==> config.mk <==
export PLATFORM = sky130hd
export DESIGN_NAME = bist_exp_fifo
export DESIGN_NICKNAME = d
export VERILOG_FILES = /design/src/rtl/bist_exp_fifo.sv
export SDC_FILE = /design/constraint.sdc
export NUM_CORES = 1
export LEC_CHECK = 0
export CAP_MARGIN = 40
export CORE_ASPECT_RATIO = 0.6
export CORE_MARGIN = 2
export CORE_UTILIZATION = 43
export DETAILED_ROUTE_END_ITERATION = 12
export PLACE_DENSITY = 0.78
export SETUP_SLACK_MARGIN = 0.15
export SYNTH_ARGS = -nofsm -noshare
export SYNTH_HDL_FRONTEND = slang
export SYNTH_SLANG_ARGS = --single-unit
==> constraint.sdc <==
create_clock -name clk -period 4.18 [get_ports clk]
set_clock_uncertainty 0.15 [all_clocks]
set_input_delay 0.418 -clock clk [delete_from_list [all_inputs] [get_ports clk]]
set_output_delay 0.418 -clock clk [all_outputs]
set_load 0.02 [all_outputs]
==> src/rtl/bist_exp_fifo.sv <==
// bist_exp_fifo: synchronous FIFO holding expected results awaiting comparison.
module bist_exp_fifo #(
    parameter int DW = 17,
    parameter int DEPTH = 4
) (
    input  logic                       clk,
    input  logic                       reset,
    input  logic                       push,
    input  logic                       pop,
    input  logic [DW-1:0]              din,
    output logic [DW-1:0]              dout,
    output logic                       full,
    output logic                       empty,
    output logic [$clog2(DEPTH):0]     count
);

    localparam int AW = $clog2(DEPTH);

    logic [DW-1:0] mem [DEPTH];
    logic [AW-1:0] wr_ptr, rd_ptr;
    logic do_push, do_pop;

    assign full    = count == (AW+1)'(DEPTH);
    assign empty   = count == '0;
    assign do_push = push && (!full || pop);
    assign do_pop  = pop && !empty;
    assign dout    = mem[rd_ptr];

    // Pointer and occupancy tracking; simultaneous push and pop leave count unchanged
    always_ff @(posedge clk) begin
        if (reset) begin
            wr_ptr <= '0;
            rd_ptr <= '0;
            count  <= '0;
        end else begin
            if (do_push) wr_ptr <= wr_ptr + AW'(1);
            if (do_pop) rd_ptr <= rd_ptr + AW'(1);
            count <= count + (AW+1)'(do_push) - (AW+1)'(do_pop);
        end
    end

    // Storage write
    always_ff @(posedge clk) begin
        if (do_push) mem[wr_ptr] <= din;
    end

endmodule

==> flow_summary.toml, run 1 <==
[logic_synthesis]
syn-cell-area_um2 = 2960
synth.largest_area_cell = "edfxtp_1"
synth_warnings = 0
syn_avg_cell_area_um2 = 21.1
synth_cell_types = 27
synth_cells = 140
synth_ff_type = "edfxtp_1"
synth.top_cell.area_share_pct = 69.0
syn-num-nets = 168
async_flop_share_pct = 0
yosysSeqAreaShare_pct = 75.1
synth.area.top_cells = "edfxtp_1 (69%), mux4_2 (12%), dfxtp_1 (6.1%), ha_1 (2.5%), and2_2 (1.0%)"
synth_seq_cells = 77
synth_edf_count = 68

[timing]
setup_viol = 0
rsz0062_at_grt = "false"
hold_viol = 0
hold_ws_ps = 343
slew_violations = 0
worstMarginPinSlew_ps = 828
slew_headroom_pct = 44.7
fmax_mhz = 331
fin_crit_sh_pct = 72.3
setup_tns_ps = 0
fin_crit_ps = 3020

[drt]
drt_pass1_iterations = 4
routedWlPerCell_um = 16.4
wirelength_mm = 4.60
drc = 0
via_count = 1369
drt_iter0_markers = 72
via_per_inst = 4.87
antenna_left = 0

[placement]
place.gp.congestion = 0.722
io_buffers = 42
place_area_um2 = 3450
hpwl_mm = 3.02

[worst_setup_path]
critPathArrivalTime_ps = 2450
cp-end-kind = "primary output"
required_ps = 3610
reg2reg_from = "count[1]"
start_kind = "register"
crit_fanout = 9
path_class = "register to primary output"

[clock_network]
cts_hold_buf = 0
cts_setup_buffers = 0
cts_tree = "built"
path_clk_slew_ps = 60
clock_latency_ps = 320
cts_made_buffers = 9
cts_htree_levels = 3
cts_sinks = 77
postCtsResizedCells = 0
root_buffer = "clkbuf_16"
clk_path_buf_depth = 2

[power_and_ir_drop]
vdd_drop_max_mv = 0.299
combPwrFrac_pct = 24.8
seqPwrFrac_pct = 41.5
p_switching_uw = 609
clkPwrFrac_pct = 33.8
power_leakage_nw = 1.27
p_sw_share_pct = 25.7
intPower_mw = 1.76
total_power_mw = 2.37
p_per_area_nw_per_um2 = 628

[global_route]
grt_pass1_vias = 1359
antenna_found_initial = 0
grtUsageMet3_pct = 4.78
grt_max_degree = 18
gr-usage-all-layers_pct = 12.7
overflow = 0
grt_first_pass_wirelength_mm = 7.06
gr-usage-met1_pct = 16.2
grt_busiest_layer = "met2"
use_met2_pct = 21.3

[layout]
stdcell_area_um2 = 3770
fin_util_pct = 56.4
fin_nets = 217
drive_gt1_share_pct = 20.1
fillers = 518
area_growth_pct = 27.3
n_antenna_cell = 0

[die]
coreArea_um2 = 6680
pin_count = 43
die_x_um = 111
start_util_pct = 44.3
die_h_um = 68.3
row_count = 23
die_area_um2 = 7590

[hold_path]
hold_class = "register to register"
hp-start = "rd_ptr[1]"

[run]
cap_violations = 0

[status]
status = "complete, no violations"
worst paths after layout:
path,to,slack (ps),cells past startpoint
max reg2reg,count[2],1740,10
min,register,340,2
max,dout[14],1160,3
min reg2reg,register,340,2
power by group through the flow:
stage / Clock (mW) / Combinational, mW / Sequential (mW)
after global routing: 0.848 / 0.633 / 0.996
after floorplan: 0 / 0.393 / 0.976
after global placement: 0 / 0.592 / 0.998
after detailed placement: 0 / 0.596 / 1.00
after CTS: 0.816 / 0.598 / 0.985
final: 0.800 / 0.586 / 0.982
layer usage:
metal  share of wire [%]  vias up
met3                 3.0        4
met4                0.65        0
met2                  49       19
li1                    -      645
met5                   0        -
met1                  47      701
Yosys cell counts (2+ instances only):
cell type	number
inv_1	8
dfxtp_1	9
mux4_2	16
nand2b_1	2
and2_2	4
buf_2	2
nor2_1	5
edfxtp_1	68
xnor2_1	2
nor2b_1	2
ha_1	6
cells in the final DEF, fill, tap and decap left out, drive strengths merged, types with 2 or more instances in the layout:
cell and instances:
xnor2 2, clkinv 2, mux4 17, inv 9, and2 4, clkdlybuf4s50 42
nor2 5, ha 6, dfxtp 9, clkbuf 10, bufinv 2, edfxtp 68
nand2b 2, nor2b 2
state kept, by name, summed over array words and instances (netlist names), named ones only:
name,cells
rd_ptr,2
mem,68
count,3
wr_ptr,2
critical path, stage by stage, from the launching register on:
cell             delay [ps]
dfxtp_1                 690
buf_4                   330
mux4_1                  560
clkdlybuf4s50_1         560
cells by family after synthesis:
| kind of cell | share of synthesized area, % |
|---|---|
| multiplexers | 13.9 |
| AO/OA/AOI/OAI | 0.972 |
| adder cells (fa/ha/maj) | 3.21 |
| buffers and inverters | 2.54 |
| flip-flops | 75.1 |
| AND/OR/NAND/NOR | 3.42 |
| XOR/XNOR | 0.888 |
per-stage QoR:
stage / instances / setup WS (ps)
after floorplan: 140 / 1690
after global placement: 265 / 1360
after detailed placement: 265 / 1270
after CTS: 281 / 1070
after global routing: 281 / 953
final: 281 / 1160
area by class of cell:
class	instances	area, um^2	share of cell area, %
Clock buffer	10	229	6.08
Clock inverter	6	86.3	2.29
Inverter	8	30.0	0.797
Multi-Input combinational cell	50	663	17.6
Sequential cell	77	2220	59.0
Tap cell	87	109	2.89
Timing Repair Buffer	43	428	11.4
Note: power is estimated with default switching activity, not from simulation.
==> inputs of run 2 (changes only) <==
==> constraint.sdc (replaced) <==
create_clock -name clk -period 2.97 [get_ports clk]
set_clock_uncertainty 0.15 [all_clocks]
set_input_delay 0.297 -clock clk [delete_from_list [all_inputs] [get_ports clk]]
set_output_delay 0.297 -clock clk [all_outputs]
set_load 0.02 [all_outputs]
==> run 2 against run 1 <==
- worst setup slack worse by 730 ps
- core utilization is 0.45 points higher
- register-to-register slack worse by 1100 ps
- sequential share of layout area is 0.47 points lower
==> flow_summary.toml, run 2 (synthesis results as in run 1) <==
[status]
status = "complete, no violations"

[timing]
rsz0062_at_grt = "false"
setup_tns_ps = 0
setup_ws_ps = 426
fin_crit_ps = 2540
worstMarginPinSlew_ps = 479
slew_headroom_pct = 68.0
setup_viol = 0
hold_viol = 0
slew_violations = 0
fin_crit_sh_pct = 85.7
fmax_mhz = 393

[die]
die_area_um2 = 7590
die_x_um = 111
pin_count = 43
row_count = 23
coreArea_um2 = 6680
start_util_pct = 44.3
die_h_um = 68.3

[hold_path]
hold_class = "register to register"
hp-start = "rd_ptr[1]"
min_path_cells = 2

[layout]
largest_register = "mem"
largest_reg_flops = 68
layout_common_cells = "edfxtp_1 (68), clkdlybuf4s50_1 (42), mux4_2 (16), dfxtp_1 (9), clkbuf_16 (9)"
fillers = 509
largestRegisters = "mem: 68 flops, count: 3 flops"
drive_gt1_share_pct = 21.3
n_antenna_cell = 0
fin_nets = 220
fin_util_pct = 56.9
stdcell_area_um2 = 3800
area_growth_pct = 28.3
final_common_cell = "edfxtp_1"

[power_and_ir_drop]
power_leakage_nw = 1.28
total_power_mw = 3.39
p_per_area_nw_per_um2 = 893
vdd_drop_max_mv = 0.392

[clock_network]
cts_setup_buffers = 0
cts_tree = "built"
path_clk_slew_ps = 60
cts_made_buffers = 9
root_buffer = "clkbuf_16"
cts_sinks = 77
postCtsResizedCells = 0
clock_latency_ps = 320
cts_htree_levels = 3
clk_path_buf_depth = 2
cts_hold_buf = 0

[global_route]
grt_max_degree = 18
overflow = 0
grt_pass1_vias = 1447
antenna_found_initial = 0
grt_first_pass_wirelength_mm = 7.69
gr-usage-all-layers_pct = 14.0

[drt]
drt_pass1_iterations = 4
via_per_inst = 4.83
drc = 0
routedWlPerCell_um = 17.6
via_count = 1372
wirelength_mm = 4.99
antenna_left = 0
drt_iter0_markers = 48

[placement]
io_buffers = 42
place_area_um2 = 3470
place.gp.congestion = 0.722
hpwl_mm = 3.27
dp_worst_setup_slack_ps = 391

[worst_setup_path]
critPathArrivalTime_ps = 2100
crit_fanout = 10
ff2ff_setup_slack_ps = 650
required_ps = 2520
rr_worst_depth = 9
start_kind = "register"
path_class = "register to primary output"
reg2reg_from = "count[1]"
cp-end-kind = "primary output"
r2r_end = "count[2]"

[run]
cap_violations = 0
run 2: metal layers:
metal  vias up  track usage, %  share of wire, %
li1        656               -                 -
met1       685            16.8                45
met2        27            24.3                50
met3         4            4.69               4.2
met4         0            5.56              0.50
met5         -               0                 0
run 2: where the power goes:
group,internal (mW),switching (mW)
logic,0.458,0.420
registers,1.29,0.0618
clock network,0.739,0.419
total,2.49,0.901
run 2: worst max-delay path by stage:
stage / from / end / slack (ps) / cells after the start
after detailed placement: pop / count[2] / 390 / 11
after CTS: register / dout[4] / 360 / 3
final: register / dout[4] / 430 / 3
after floorplan: count[2] / count[2] / 480 / 10
after global routing: register / dout[13] / 340 / 3
after global placement: pop / count[2] / 470 / 11
run 2: area by class of cell:
type | instances | area (um^2) | area share, %
clock inverters | 7 | 97.6 | 2.57
repair buffers | 46 | 450 | 11.9
flip-flops and latches | 77 | 2220 | 58.5
clock buffers | 9 | 225 | 5.93
well taps | 87 | 109 | 2.87
inverters | 8 | 30.0 | 0.791
multi-input cells | 50 | 663 | 17.5
run 2: metrics by stage:
step / hold WS [ps] / cells
after floorplan: 246 / 140
after global placement: 328 / 268
after detailed placement: 339 / 268
after CTS: 350 / 284
after global routing: 381 / 284
final: 352 / 284
run 2: worst max-delay path, cell delays in order, from the launching register on:
cell,delay (ps)
dfxtp_1,620
buf_4,270
mux4_2,310
clkdlybuf4s50_1,570
